`src/rtl/mano_output_port.sv`:
```
// Mano machine output port: OUTR, FGO flag and an 8N1-style serialiser.
// Optional even parity bit when MANO_OUTPUT_PARITY_EN is defined.
module mano_output_port #(
  parameter int CLKS_PER_BIT = 16,
  parameter int STOP_BITS    = 1
) (
  input  logic       clk_in,
  input  logic       reset_in,
  input  logic [7:0] ac_in,
  input  logic       out_load_in,
  output logic [7:0] outr_out,
  output logic       fgo_out,
  output logic       tx_out,
  output logic       busy_out
);

  localparam int BW = (CLKS_PER_BIT > 1) ? $clog2(CLKS_PER_BIT) : 1;
  localparam logic [BW-1:0] BMAX = BW'(CLKS_PER_BIT - 1);
  localparam logic SMAX = 1'(STOP_BITS - 1);

  typedef enum logic [2:0] {
    S_IDLE,
    S_START,
    S_DATA,
`ifdef MANO_OUTPUT_PARITY_EN
    S_PARITY,
`endif
    S_STOP
  } state_t;

  state_t        state_q, state_d;
  logic [BW-1:0] baud_q, baud_d;
  logic [2:0]    bit_q, bit_d;
  logic          stop_q, stop_d;
  logic [7:0]    outr_q, outr_d;
  logic          tx_q, tx_d;
  logic          wrap;

  assign wrap = (baud_q == BMAX);

  always_comb begin
    state_d = state_q;
    baud_d  = wrap ? '0 : baud_q + BW'(1);
    bit_d   = bit_q;
    stop_d  = stop_q;
    outr_d  = outr_q;
    tx_d    = tx_q;
    case (state_q)
      S_IDLE: begin
        baud_d = '0;
        tx_d   = 1'b1;
        if (out_load_in) begin
          outr_d  = ac_in;
          state_d = S_START;
          tx_d    = 1'b0;
        end
      end
      S_START: begin
        if (wrap) begin
          state_d = S_DATA;
          bit_d   = 3'd0;
          tx_d    = outr_q[0];
        end
      end
      S_DATA: begin
        if (wrap) begin
          if (bit_q == 3'd7) begin
`ifdef MANO_OUTPUT_PARITY_EN
            state_d = S_PARITY;
            tx_d    = ^outr_q;
`else
            state_d = S_STOP;
            stop_d  = 1'b0;
            tx_d    = 1'b1;
`endif
          end else begin
            bit_d = bit_q + 3'd1;
            tx_d  = outr_q[bit_q + 3'd1];
          end
        end
      end
`ifdef MANO_OUTPUT_PARITY_EN
      S_PARITY: begin
        if (wrap) begin
          state_d = S_STOP;
          stop_d  = 1'b0;
          tx_d    = 1'b1;
        end
      end
`endif
      S_STOP: begin
        tx_d = 1'b1;
        if (wrap) begin
          if (stop_q == SMAX) begin
            state_d = S_IDLE;
          end else begin
            stop_d = stop_q + 1'b1;
          end
        end
      end
      default: begin
        state_d = S_IDLE;
        tx_d    = 1'b1;
      end
    endcase
  end

  always_ff @(posedge clk_in) begin
    if (reset_in) begin
      state_q <= S_IDLE;
      baud_q  <= '0;
      bit_q   <= 3'd0;
      stop_q  <= 1'b0;
      outr_q  <= 8'h00;
      tx_q    <= 1'b1;
    end else begin
      state_q <= state_d;
      baud_q  <= baud_d;
      bit_q   <= bit_d;
      stop_q  <= stop_d;
      outr_q  <= outr_d;
      tx_q    <= tx_d;
    end
  end

  // FGO is exactly "sitting in IDLE"; the frame end edge is the IDLE entry.
  assign fgo_out  = (state_q == S_IDLE);
  assign busy_out = ~fgo_out;
  assign outr_out = outr_q;
  assign tx_out   = tx_q;

endmodule

```
`config.mk`:
```
export PLATFORM = sky130hd
export DESIGN_NAME = mano_output_port
export DESIGN_NICKNAME = d
export VERILOG_FILES = /design/src/rtl/mano_output_port.sv
export SDC_FILE = /design/constraint.sdc
export NUM_CORES = 1
export LEC_CHECK = 0
export ABC_AREA = 0
export CAP_MARGIN = 25
export CORE_MARGIN = 8
export CORE_UTILIZATION = 51
export CTS_CLUSTER_DIAMETER = 80
export CTS_CLUSTER_SIZE = 30
export DETAILED_ROUTE_END_ITERATION = 8
export HOLD_SLACK_MARGIN = 0.12
export PLACE_DENSITY = 0.82
export SLEW_MARGIN = 30
export SYNTH_ARGS = -nofsm -noshare
export SYNTH_HDL_FRONTEND = slang
export SYNTH_SLANG_ARGS = --single-unit
```
`constraint.sdc`:
```
create_clock -name clk_in -period 5.6 [get_ports clk_in]
set_input_delay 1.12 -clock clk_in [delete_from_list [all_inputs] [get_ports clk_in]]
set_output_delay 1.12 -clock clk_in [all_outputs]
set_load 0.005 [all_outputs]
```
==> results.ini, run 1 <==
[global_routing]
grt_start_max_net_pins = 18
grt_pass1_vias = 805
antenna_found_initial = 0
grt_usage_pct = 13.3
grt_pass1_wl_um = 3620
overflow = 0

[worst_setup_path]
rr_startpoint = bit_q[0]$_SDFFE_PP0P_
cp-end-kind = output pin
ff2ff_path_depth = 6
timing.rr.end = tx_out$_SDFFE_PP1P_
cp-start-kind = flip-flop
crit_type = reg -> out
cp_max_fo = 15
cp.required_ns = 4.48
arrival_ns = 1.87
r2r_slack_ns = 3.53
crit_start = state_q[0]$_SDFFE_PP0P_

[clock_network]
cts.sinks = 18
htreeDepth = 1
cts_hold_buf = 0
post_cts_buffers = 0
clk-insertion-delay-late_ns = 0.29
cts_buffer_depth = 2
cts_tree = built
post_cts_resized = 0
cts_root_buf = clkbuf_4
clkTransAtPathRegs_ns = 0.11
cts_made_buffers = 3

[sta]
finalHoldViolations = 0
relSlewSlack_pct = 58.7
max_freq_ghz = 0.334
setup_tns_ns = 0
post-route-min-period_ns = 2.99
rsz0062_at_grt = no
period_share_pct = 53.4
tightestPinTransition_ns = 0.618
slew_violations = 0
clock_skew_ns = 0.00370
setup_violations = 0

[synthesis]
synthXorXnorAreaFrac_pct = 1.88
yosys.area.top_type = dfxtp_1
synth_top_area_share_pct = 38.8
syn_inst = 104
ys_types = 28
synth-simple-area-share_pct = 22.7
yosys_warnings = 0
syn_area_um2 = 930
synth_mux_area_share_pct = 8.08
netlist_top_cells_area = dfxtp_1 39%, ha_1 11%, a21oi_1 6.5%, nand3_1 6.5%, mux4_1 5.7%
synth_top_family_by_area = simple AND/OR/NAND/NOR gates
syn_nets = 123
syn_avg_cell_area_um2 = 8.94
synth-compound-area-share_pct = 12.9
synth.yosys.seq_area_share_pct = 38.8
synth_seq_cells = 18
synth_fa_ha_area_share_pct = 10.8

[final_layout]
final_cells = 149
areaGrowthSynthToFinish_pct = 27.1
layout.nets = 144
fill_cells = 145
seqCellArea_um2 = 360
diodes = 0
final_layout_size_suffix_gt1_share_pct = 7.26
multi_input_area_um2 = 524

[place]
port_buffers = 21
globalplace.congestion = 0.784
hpwlAfterDp_um = 1640
dp_cells = 145

[run_status]
status = finished clean

[routing]
vias = 833
drc_errors = 0
viasPerCell = 5.59
ant_nets = 0
totalWireLength_um = 2150
wl_per_cell_um = 14.4
first_iter_violations = 7
firstDrtPassIters = 4

[floorplan]
die_h_um = 58.7
dieWidth_um = 58.7
dieArea_um2 = 3450
fp.coreArea_um2 = 1730
initial_utilization_pct = 53.8
num_io_pins = 22
rows = 15

[power]
powerDensity_nw_per_um2 = 351
leakage_nw = 0.475
peakVddDrop_v = 0.000274
power.total_mw = 0.415

[job]
drv_cap = 0

[worst_hold_path]
holdPathStages = 1
hold_start = baud_q[0]$_SDFF_PP0_
holdCritPathClass = reg -> reg
min_to = baud_q[0]$_SDFF_PP0_

==> final cells by class <==
type | count | share of cell area, %
timing repair buffer | 21 | 17.8
tap | 25 | 2.65
multi-input combinational | 76 | 44.4
inverter | 5 | 1.59
clock buffer | 4 | 3.07
sequential | 18 | 30.5
==> critical path, stage by stage (launching register included) <==
cell             delay (ns)
dfxtp_1                0.38
inv_1                  0.10
ha_1                   0.49
clkdlybuf4s50_1        0.60
==> worst max-delay path by stage <==
stage	slack [ns]	cells past startpoint	endpoint
floorplan	3.48	4	busy_out
detailed placement	2.94	3	fgo_out
CTS	2.61	3	fgo_out
global route	2.49	3	fgo_out
finish	2.61	3	fgo_out
global placement	3.00	3	fgo_out
==> through the flow <==
stage               setup slack (ns)  hold WS (ns)  area, um^2  utilization (%)
CTS                             2.61         0.454        1180             68.4
detailed placement              2.94         0.439        1140             66.3
global route                    2.49         0.482        1180             68.4
global placement                3.00         0.431        1140             66.3
finish                          2.61         0.453        1180             68.4
floorplan                       3.48         0.417         930                -
==> registers in the layout, indices dropped and copies added, names as in the netlist <==
signal	cells
outr_out	8
tx_out	1
state_q	2
baud_q	4
bit_q	3
==> cells by family (layout without fill, tap and decap cells) <==
| logic type | Yosys count | after routing |
|---|---|---|
| xor+xnor | 2 | 2 |
| mux | 4 | 4 |
| simple gates | 43 | 43 |
| buf+inv | 10 | 30 |
| flops | 18 | 18 |
| fa+ha+maj | 8 | 8 |
| compound gates | 19 | 19 |
==> power breakdown <==
group / total, mW / switching [mW] / leakage, nW / internal, mW
Sequential: 0.167 / 0.0187 / 0.147 / 0.148
Clock: 0.0813 / 0.0418 / 0.0210 / 0.0395
Combinational: 0.167 / 0.0802 / 0.307 / 0.0864
==> metal layers <==
layer  routed length (um)  track usage [%]  part of all wire [%]
met1                  954             15.7                    44
met2                 1010             21.4                    47
met3                  139             3.91                   6.5
met4                   40             6.14                   1.9
met5                    0                0                     0
==> cell usage in the layout (no fill, tap or decap) <==
| master | count |
|---|---|
| clkdlybuf4s50_1 | 21 |
| o21ai_0 | 2 |
| nor2b_1 | 3 |
| a211oi_1 | 1 |
| nand2b_1 | 1 |
| o221ai_2 | 1 |
| a32oi_1 | 1 |
| mux2_2 | 2 |
| a21oi_1 | 12 |
| nor2_1 | 6 |
| and3_2 | 1 |
| nand4_1 | 2 |
| dfxtp_1 | 18 |
| inv_1 | 5 |
| ha_1 | 8 |
| o221a_2 | 1 |
| xor2_1 | 1 |
| nand3_1 | 12 |
| nand3b_1 | 1 |
| nor4b_1 | 1 |
| clkbuf_8 | 1 |
| nand2_1 | 13 |
| mux4_1 | 2 |
| xnor2_1 | 1 |
| clkbuf_4 | 3 |
| and3_1 | 1 |
| nor3b_1 | 1 |
| nor3_1 | 1 |
| o21bai_1 | 1 |
==> cell usage after synthesis <==
cell,n
nand3b_1,1
ha_1,8
o21ai_0,2
a211oi_1,1
o21bai_1,1
nand2_1,13
nor3_1,1
xnor2_1,1
dfxtp_1,18
nor3b_1,1
nor2_1,6
xor2_1,1
o221a_2,1
nand3_1,12
mux4_1,2
and3_2,1
inv_1,5
nor2b_1,3
nor4b_1,1
nand2b_1,1
a21oi_1,12
clkbuf_1,4
and3_1,1
mux2_2,2
nand4_1,2
o221ai_2,1
a32oi_1,1
buf_6,1
(Power assumes the default switching activity.)
==> run 2: changes to the inputs <==
--- a/config.mk
+++ b/config.mk
@@ -8,12 +8,12 @@
 export ABC_AREA = 0
 export CAP_MARGIN = 25
 export CORE_MARGIN = 8
-export CORE_UTILIZATION = 51
+export CORE_UTILIZATION = 43
 export CTS_CLUSTER_DIAMETER = 80
 export CTS_CLUSTER_SIZE = 30
 export DETAILED_ROUTE_END_ITERATION = 8
 export HOLD_SLACK_MARGIN = 0.12
-export PLACE_DENSITY = 0.82
+export PLACE_DENSITY = 0.73
 export SLEW_MARGIN = 30
 export SYNTH_ARGS = -nofsm -noshare
 export SYNTH_HDL_FRONTEND = slang
==> constraint.sdc (replaced) <==
create_clock -name clk_in -period 2.5 [get_ports clk_in]
set_input_delay 0.5 -clock clk_in [delete_from_list [all_inputs] [get_ports clk_in]]
set_output_delay 0.5 -clock clk_in [all_outputs]
set_load 0.005 [all_outputs]
==> run 2 against run 1 <==
Net effect: critical path depth is 1 higher; register-to-register slack worse by 3.1 ns; clock skew up 0.0030 ns; routed wire length hardly changed; worst hold slack improved by 0.012 ns; sequential power increased by 120%; global-route usage decreased by 1.9 points; critical path type unchanged; largest power group is now combinational logic; highest routed layer unchanged.
==> results.ini, run 2 (synthesis results as in run 1) <==
[final_layout]
areaGrowthSynthToFinish_pct = 28.4
final_cells = 154
final_cell_mix = 21 x clkdlybuf4s50_1, 18 x dfxtp_1, 13 x nand2_1
largest_reg_flops = 8
layout.nets = 147
final_layout_size_suffix_gt1_share_pct = 8.73
final_area_um2 = 1190
layout_commonest_cell = clkdlybuf4s50_1
diodes = 0
fin_util_pct = 56.1

[clock_network]
clkTransAtPathRegs_ns = 0.11
cts.sinks = 18
cts_root_buf = clkbuf_4
htreeDepth = 1
cts_made_buffers = 3
cts_hold_buf = 0
clk-insertion-delay-late_ns = 0.29
post_cts_buffers = 0
cts_tree = built
post_cts_resized = 0
cts_buffer_depth = 2

[routing]
wl_per_cell_um = 14.0
first_iter_violations = 16
drc_errors = 0
ant_nets = 0
firstDrtPassIters = 4
totalWireLength_um = 2150
viasPerCell = 5.28
vias = 813

[worst_setup_path]
cp_max_fo = 6
cp-start-kind = flip-flop
arrival_ns = 1.65
rr_startpoint = bit_q[0]$_SDFFE_PP0P_
cp.required_ns = 2.00
cp-end-kind = output pin
ff2ff_path_depth = 6
timing.rr.end = tx_out$_SDFFE_PP1P_
crit_type = reg -> out
r2r_slack_ns = 0.43

[place]
pre_cts_ws_ns = 0.437
hpwlAfterDp_um = 1690
port_buffers = 21
globalplace.congestion = 0.778
dp_cells = 151
place_area_um2 = 1170

[sta]
post-route-min-period_ns = 2.15
holdWs_ns = 0.465
period_share_pct = 86.2
finalHoldViolations = 0
setup_tns_ns = 0
max_freq_ghz = 0.464
worst_slack_ns = 0.345
setup_violations = 0
relSlewSlack_pct = 70.6
tightestPinTransition_ns = 0.439
clock_skew_ns = 0.00669
rsz0062_at_grt = no
slew_violations = 0

[floorplan]
fp.coreArea_um2 = 2130
dieArea_um2 = 3910
rows = 17
initial_utilization_pct = 43.7
dieWidth_um = 62.5
die_h_um = 62.5
num_io_pins = 22

[worst_hold_path]
hold_start = bit_q[1]$_SDFFE_PP0P_
holdPathStages = 2
min_to = bit_q[1]$_SDFFE_PP0P_
holdCritPathClass = reg -> reg

[global_routing]
grt_start_max_net_pins = 12
grt_pass1_vias = 812
antenna_found_initial = 0
grt_pass1_wl_um = 3710
grt_usage_pct = 11.4
overflow = 0

[power]
powerDensity_nw_per_um2 = 762
peakVddDrop_v = 0.000577
power.total_mw = 0.909
leakage_nw = 0.482

[job]
drv_cap = 0

[run_status]
status = finished clean

## run 2: power by group
part | internal [mW] | total, mW | switching, mW
logic | 0.207 | 0.391 | 0.184
clock network | 0.0561 | 0.146 | 0.0898
registers | 0.332 | 0.372 | 0.0406
total | 0.595 | 0.909 | 0.314
## run 2: layout make-up
| type | count | area (um^2) |
|---|---|---|
| flip-flops and latches | 18 | 360 |
| fillers | 214 | 933 |
| repair buffers | 24 | 233 |
| inverters | 5 | 18.8 |
| clock buffers | 3 | 22.5 |
| multi-input cells | 76 | 524 |
| well taps | 28 | 35.0 |
## run 2: worst max-delay path, stage by stage (launching register included)
cell and delay (ns):
dfxtp_1 0.42, inv_1 0.09, ha_1 0.28, inv_1 0.08
clkdlybuf4s50_1 0.50
## run 2: worst max-delay path by stage
stage                                  startpoint                  end  slack [ns]  depth (start not counted)
after floorplan             bit_q[0]$_SDFFE_PP0P_  tx_out$_SDFFE_PP1P_        0.53                          6
after global placement      bit_q[0]$_SDFFE_PP0P_  tx_out$_SDFFE_PP1P_        0.48                          6
after detailed placement    bit_q[0]$_SDFFE_PP0P_  tx_out$_SDFFE_PP1P_        0.44                          6
after CTS                 state_q[0]$_SDFFE_PP0P_             busy_out        0.32                          4
after global routing      state_q[0]$_SDFFE_PP0P_             busy_out        0.25                          4
final                     state_q[0]$_SDFFE_PP0P_             busy_out        0.35                          4
## run 2: per-layer routing
layer	track usage [%]	up-vias	routed length, um
met3	1.97	6	37
li1	-	418	-
met4	7.98	0	55
met2	18.8	16	1070
met1	13.0	373	982
met5	0	-	0
==> run 3: changes to the inputs <==
--- a/config.mk
+++ b/config.mk
@@ -6,7 +6,7 @@
 export NUM_CORES = 1
 export LEC_CHECK = 0
 export ABC_AREA = 0
-export CAP_MARGIN = 25
+export CAP_MARGIN = 20
 export CORE_MARGIN = 8
 export CORE_UTILIZATION = 43
 export CTS_CLUSTER_DIAMETER = 80
==> results of run 3 <==
Same layout as run 2: the final DEF is identical, and so are final timing and power.
